File: src/rtl/axi_vga_pkg.sv
// Shared types and defaults for the VGA frame fetch controller.
// Holds the controller state encoding and restart-gap default.
package axi_vga_pkg;

    typedef enum logic [1:0] {
        ST_IDLE,
        ST_RUN,
        ST_DRAIN,
        ST_GAP
    } vga_state_e;

    localparam int unsigned RestartGapDef = 2;

endpackage

File: src/rtl/axi_vga_burst_cnt.sv
// Outstanding AXI read-burst counter snooped from AR/R handshakes.
// Saturates at all-ones and never wraps below zero.
module axi_vga_burst_cnt #(
    parameter int unsigned CntWidth = 4
) (
    input  logic                clk_i,
    input  logic                rst_ni,
    input  logic                inc_i,
    input  logic                dec_i,
    output logic [CntWidth-1:0] cnt_o,
    output logic                zero_o
);

    localparam logic [CntWidth-1:0] CntMax = {CntWidth{1'b1}};

    logic [CntWidth-1:0] cnt_q;

    always_ff @(posedge clk_i or negedge rst_ni) begin
        if (!rst_ni) begin
            cnt_q <= '0;
        end else if (inc_i && !dec_i && cnt_q != CntMax) begin
            cnt_q <= cnt_q + CntWidth'(1);
        end else if (dec_i && !inc_i && cnt_q != '0) begin
            cnt_q <= cnt_q - CntWidth'(1);
        end
    end

    assign cnt_o  = cnt_q;
    assign zero_o = (cnt_q == '0);

endmodule

File: src/rtl/axi_vga_frame_ctrl.sv
// Frame fetch controller: gates the scan-out fetcher and flips the
// double buffer at vsync once all in-flight bursts have returned.
module axi_vga_frame_ctrl
    import axi_vga_pkg::*;
#(
    parameter int unsigned CntWidth   = 4,
    parameter int unsigned RestartGap = RestartGapDef
) (
    input  logic        clk_i,
    input  logic        rst_ni,
    input  logic        enable_i,
    input  logic [63:0] fb0_addr_i,
    input  logic [63:0] fb1_addr_i,
    input  logic [31:0] frame_size_i,
    input  logic [7:0]  burst_len_i,
    input  logic        swap_req_i,
    input  logic        vsync_i,
    input  logic        ar_valid_i,
    input  logic        ar_ready_i,
    input  logic        r_valid_i,
    input  logic        r_ready_i,
    input  logic        r_last_i,
    output logic        fetch_enable_o,
    output logic [63:0] start_addr_o,
    output logic [31:0] frame_size_o,
    output logic [7:0]  burst_len_o,
    output logic        active_buf_o,
    output logic        swap_pending_o,
    output logic        swap_done_o,
    output logic        busy_o
);

    localparam int unsigned GapW =
        (RestartGap > 1) ? $clog2(RestartGap) : 1;
    localparam logic [GapW-1:0] GapLast = GapW'(RestartGap - 1);

    vga_state_e state_q, state_d;

    logic [GapW-1:0] gap_q;
    logic            active_q;
    logic            pending_q;
    logic            done_q;
    logic [63:0]     addr_q;
    logic [31:0]     size_q;
    logic [7:0]      blen_q;

    logic [CntWidth-1:0] cnt;
    logic                cnt_zero;
    logic                swap_any;
    logic                gap_entry;
    logic                buf_d;

    axi_vga_burst_cnt #(
        .CntWidth (CntWidth)
    ) u_burst_cnt (
        .clk_i  (clk_i),
        .rst_ni (rst_ni),
        .inc_i  (ar_valid_i & ar_ready_i),
        .dec_i  (r_valid_i & r_ready_i & r_last_i),
        .cnt_o  (cnt),
        .zero_o (cnt_zero)
    );

    assign swap_any = pending_q | swap_req_i;

    always_comb begin
        state_d = state_q;
        unique case (state_q)
            ST_IDLE: begin
                if (enable_i) state_d = ST_GAP;
            end
            ST_RUN: begin
                if (!enable_i || (vsync_i && swap_any))
                    state_d = ST_DRAIN;
            end
            ST_DRAIN: begin
                if (cnt_zero)
                    state_d = enable_i ? ST_GAP : ST_IDLE;
            end
            ST_GAP: begin
                if (gap_q == GapLast)
                    state_d = enable_i ? ST_RUN : ST_IDLE;
            end
            default: state_d = ST_IDLE;
        endcase
    end

    // A swap is only ever applied on the cycle that enters GAP.
    assign gap_entry = (state_d == ST_GAP) && (state_q != ST_GAP);
    assign buf_d     = active_q ^ (gap_entry & swap_any);

    always_ff @(posedge clk_i or negedge rst_ni) begin
        if (!rst_ni) begin
            state_q   <= ST_IDLE;
            gap_q     <= '0;
            active_q  <= 1'b0;
            pending_q <= 1'b0;
            done_q    <= 1'b0;
            addr_q    <= '0;
            size_q    <= '0;
            blen_q    <= '0;
        end else begin
            state_q   <= state_d;
            gap_q     <= (state_q == ST_GAP) ? gap_q + GapW'(1) : '0;
            active_q  <= buf_d;
            pending_q <= gap_entry ? 1'b0 : swap_any;
            done_q    <= gap_entry & swap_any;
            if (state_q == ST_IDLE || gap_entry) begin
                addr_q <= buf_d ? fb1_addr_i : fb0_addr_i;
                size_q <= frame_size_i;
                blen_q <= burst_len_i;
            end
        end
    end

    assign fetch_enable_o = (state_q == ST_RUN);
    assign start_addr_o   = addr_q;
    assign frame_size_o   = size_q;
    assign burst_len_o    = blen_q;
    assign active_buf_o   = active_q;
    assign swap_pending_o = pending_q;
    assign swap_done_o    = done_q;
    assign busy_o         = (state_q != ST_IDLE);

endmodule

File: config.mk
export PLATFORM = sky130hd
export DESIGN_NAME = axi_vga_frame_ctrl
export DESIGN_NICKNAME = d
export VERILOG_FILES = /design/src/rtl/axi_vga_pkg.sv /design/src/rtl/axi_vga_burst_cnt.sv /design/src/rtl/axi_vga_frame_ctrl.sv
export SDC_FILE = /design/constraint.sdc
export NUM_CORES = 1
export LEC_CHECK = 0
export ABC_AREA = 1
export BUFFER_PORTS_ARGS = -buffer_cell sky130_fd_sc_hd__clkbuf_2
export CAP_MARGIN = 15
export CORE_ASPECT_RATIO = 1.25
export CORE_MARGIN = 5
export CORE_UTILIZATION = 51
export DETAILED_ROUTE_END_ITERATION = 8
export HOLD_SLACK_MARGIN = 0.08
export PLACE_DENSITY_LB_ADDON = 0.1
export RECOVER_POWER = 25
export SYNTH_ARGS = -nofsm -noshare
export SYNTH_HDL_FRONTEND = slang
export SYNTH_SLANG_ARGS = --single-unit
File: constraint.sdc
create_clock -name clk_i -period 5.2 [get_ports clk_i]
set_clock_uncertainty 0.15 [all_clocks]
set_input_delay 1.56 -clock clk_i [delete_from_list [all_inputs] [get_ports clk_i]]
set_output_delay 1.56 -clock clk_i [all_outputs]
set_load 0.005 [all_outputs]
==> impl_metrics.toml <==
[synth]
synth_warnings = 0
synth_area_leaders = "dfrtp_1, nand3_1, nand2_1"
avgSynthCellArea_um2 = 7.442
synth-seq-area-share = 0.4750
synth_top_area_frac = 0.4750
yosysMostFrequentCell = "nand3_1"
yosys.area.top_type = "dfrtp_1"
synth_edf_count = 0
netlist_instances = 807
syn_area_mm2 = 0.006006
ys_top_cells_by_count = "nand3_1, nand2_1, inv_1"
synth_cell_type_count = 25
ys_ff_latch = 114
async_flop_share = 1.000
synth_ff_type = "dfrtp_1"
syn_nets = 988

[placement]
hpwl_um = 12960
place_ws_ns = 1.301
place_congestion = 0.8198
io_buffers = 286

[timing]
rsz0062_at_grt = "no"
setup-tns-final_ns = 0
max_freq_mhz = 265.9
fin_crit_ns = 3.761
final-max-slew-violation-count = 38
period_share = 0.7232
fin_ws_ns = 1.439
hold_violations = 0
relSlewSlack = -0.2722
worst_pin_slew_ns = 1.908
setup_viol = 0

[clock_tree]
clock-sinks = 114
clkTransAtPathRegs_ns = 0.05
cts_root_buffer = "clkbuf_16"
cts.repair.resized = 0
clock_path_buffers = 2
clk_latency_ns = 0.40
cts_tree = "done"
cts_max_level = 4
cts_setup_buffers = 0
postCtsHoldBufs = 0
cts_buffers = 17

[setup_path]
worstSetupStartpointType = "input pin"
r2r_setup_slack_ns = 1.93
required_ns = 5.40
critical_path_class = "in -> async"
endpoint_kind = "asynchronous set/reset pin"
cpLargestDelayFamily = "buffers and inverters"
critical-path-max-stage-delay_ns = 1.34
crit_buf_inv = 2
crit_arrival_ns = 3.96
worstPathCellList = "clkbuf_1, clkbuf_2"
crit_fanout = 42
critPathSlowestCell = "clkbuf_1"

[hold_path]
hold_class = "reg -> reg"

[cells_and_area]
num_antenna_cells = 0
multi_input_area_mm2 = 0.002344
drive_above_1_share = 0.3104
syn2layout_area_growth_pct = 33.69
nets = 1244
seq_area_mm2 = 0.002853
nFillCells = 1045
final_util = 0.6945

[drt]
via_per_inst = 5.209
vias = 6324
drt-initial-drc-count = 465
avgRoutedWirePerCell_um = 15.34
ant_nets = 0
drc = 0
first_pass_iters = 5
drt-total-wl_um = 18630

[power]
cellLeakagePower_nw = 4.983
switchingPower_mw = 2.687
comb_power_share = 0.521
swShare = 0.4452
pwr-share-clk = 0.205
p_int_mw = 3.349
power_frac_seq = 0.274
ir_drop_mv = 0.6408
power_density_mw_per_mm2 = 751.8
power_mw = 6.036

[grt]
grt_pass1_wl_um = 30000
antenna_found_initial = 1
track_usage = 0.2625
grt_max_degree = 105
grt-ovfl-total = 0
grt_pass1_vias = 6085

[status]
status = "finished, violations left"
violations = "max-capacitance violations, max-slew violations"

[die]
core_area_mm2 = 0.01156
die_h_um = 131.3
fp-row-count = 44
die_x_um = 107.1
io_pins = 287
fp.dieArea_mm2 = 0.01406
start_util = 0.5195

[job]
cap_violations = 1
state kept, by name, summed over array words and instances (netlist names):
name,flops
start_addr_o,64
u_burst_cnt.cnt_o,4
gap_q,1
swap_done_o,1
active_buf_o,1
swap_pending_o,1
frame_size_o,32
state_q,2
burst_len_o,8
per-stage QoR:
step	instances	cell area, um^2	hold WS (ns)
final	1214	8029	0.3468
after global routing	1214	8029	0.3734
after CTS	1214	8038	0.3490
after detailed placement	1182	7412	0.3390
after global placement	1182	7412	0.3333
after floorplan	807	6006	0.3139
worst paths after layout:
kind / start / to / depth (start not counted)
worst max-delay path: rst_ni / active_buf_o / 2
worst min-delay path: u_burst_cnt.cnt_o[3] / u_burst_cnt.cnt_o[3] / 1
worst max register to register: state_q[0] / start_addr_o[12] / 11
worst min register to register: u_burst_cnt.cnt_o[3] / u_burst_cnt.cnt_o[3] / 1
max in group clk_i: state_q[0] / busy_o / 3
min in group asynchronous: rst_ni / burst_len_o[3] / 1
cell families (layout without fill, tap and decap cells):
group | Yosys count | count (layout) | synth area share
flip-flops | 114 | 114 | 0.4750
multiplexers | 1 | 1 | 0.001667
XOR/XNOR | 3 | 3 | 0.004376
adder cells (fa/ha/maj) | 3 | 3 | 0.007499
buffers and inverters | 201 | 470 | 0.1369
AND/OR/NAND/NOR | 479 | 479 | 0.3681
AO/OA/AOI/OAI | 6 | 6 | 0.006459
area by class of cell:
type / instances / share of cell area
multi-input cells: 492 / 0.2919
well taps: 138 / 0.02151
repair buffers: 296 / 0.1868
clock buffers: 21 / 0.05485
clock inverters: 11 / 0.02306
flip-flops and latches: 114 / 0.3553
inverters: 142 / 0.06654
power groups by stage:
stage | clock network [mW] | registers [mW] | logic, mW
3_3_place_gp | 0 | 1.66 | 3.11
4_1_cts | 1.26 | 1.66 | 3.18
2_1_floorplan | 0 | 1.67 | 2.16
3_5_place_dp | 0 | 1.66 | 3.18
5_1_grt | 1.30 | 1.71 | 3.55
6_report | 1.24 | 1.66 | 3.14
cell usage in the layout, fill, tap and decap left out:
cell type,count
ha_1,2
a31oi_1,1
nor2_1,6
inv_2,2
a21oi_1,3
clkbuf_16,17
nand3_1,301
mux2i_1,1
nand3_2,2
nand2_4,1
dfrtp_1,114
a21o_1,1
nand4_1,3
clkinv_2,5
nand3b_1,1
buf_4,8
xor2_1,2
bufinv_16,5
clkbuf_1,5
fa_1,1
nand2_1,160
clkbuf_2,287
nor2_4,1
nand2_2,4
a221o_1,1
xnor2_1,1
inv_1,139
clkinvlp_4,2
per-layer routing:
| layer | up-vias | track usage | part of all wire |
|---|---|---|---|
| met3 | 47 | 0.06084 | 0.077 |
| met5 | - | 0 | 0.00059 |
| met4 | 2 | 0.1151 | 0.035 |
| met2 | 293 | 0.4217 | 0.49 |
| li1 | 3085 | - | - |
| met1 | 2897 | 0.3375 | 0.40 |
Note: power is estimated with default switching activity, not from simulation.
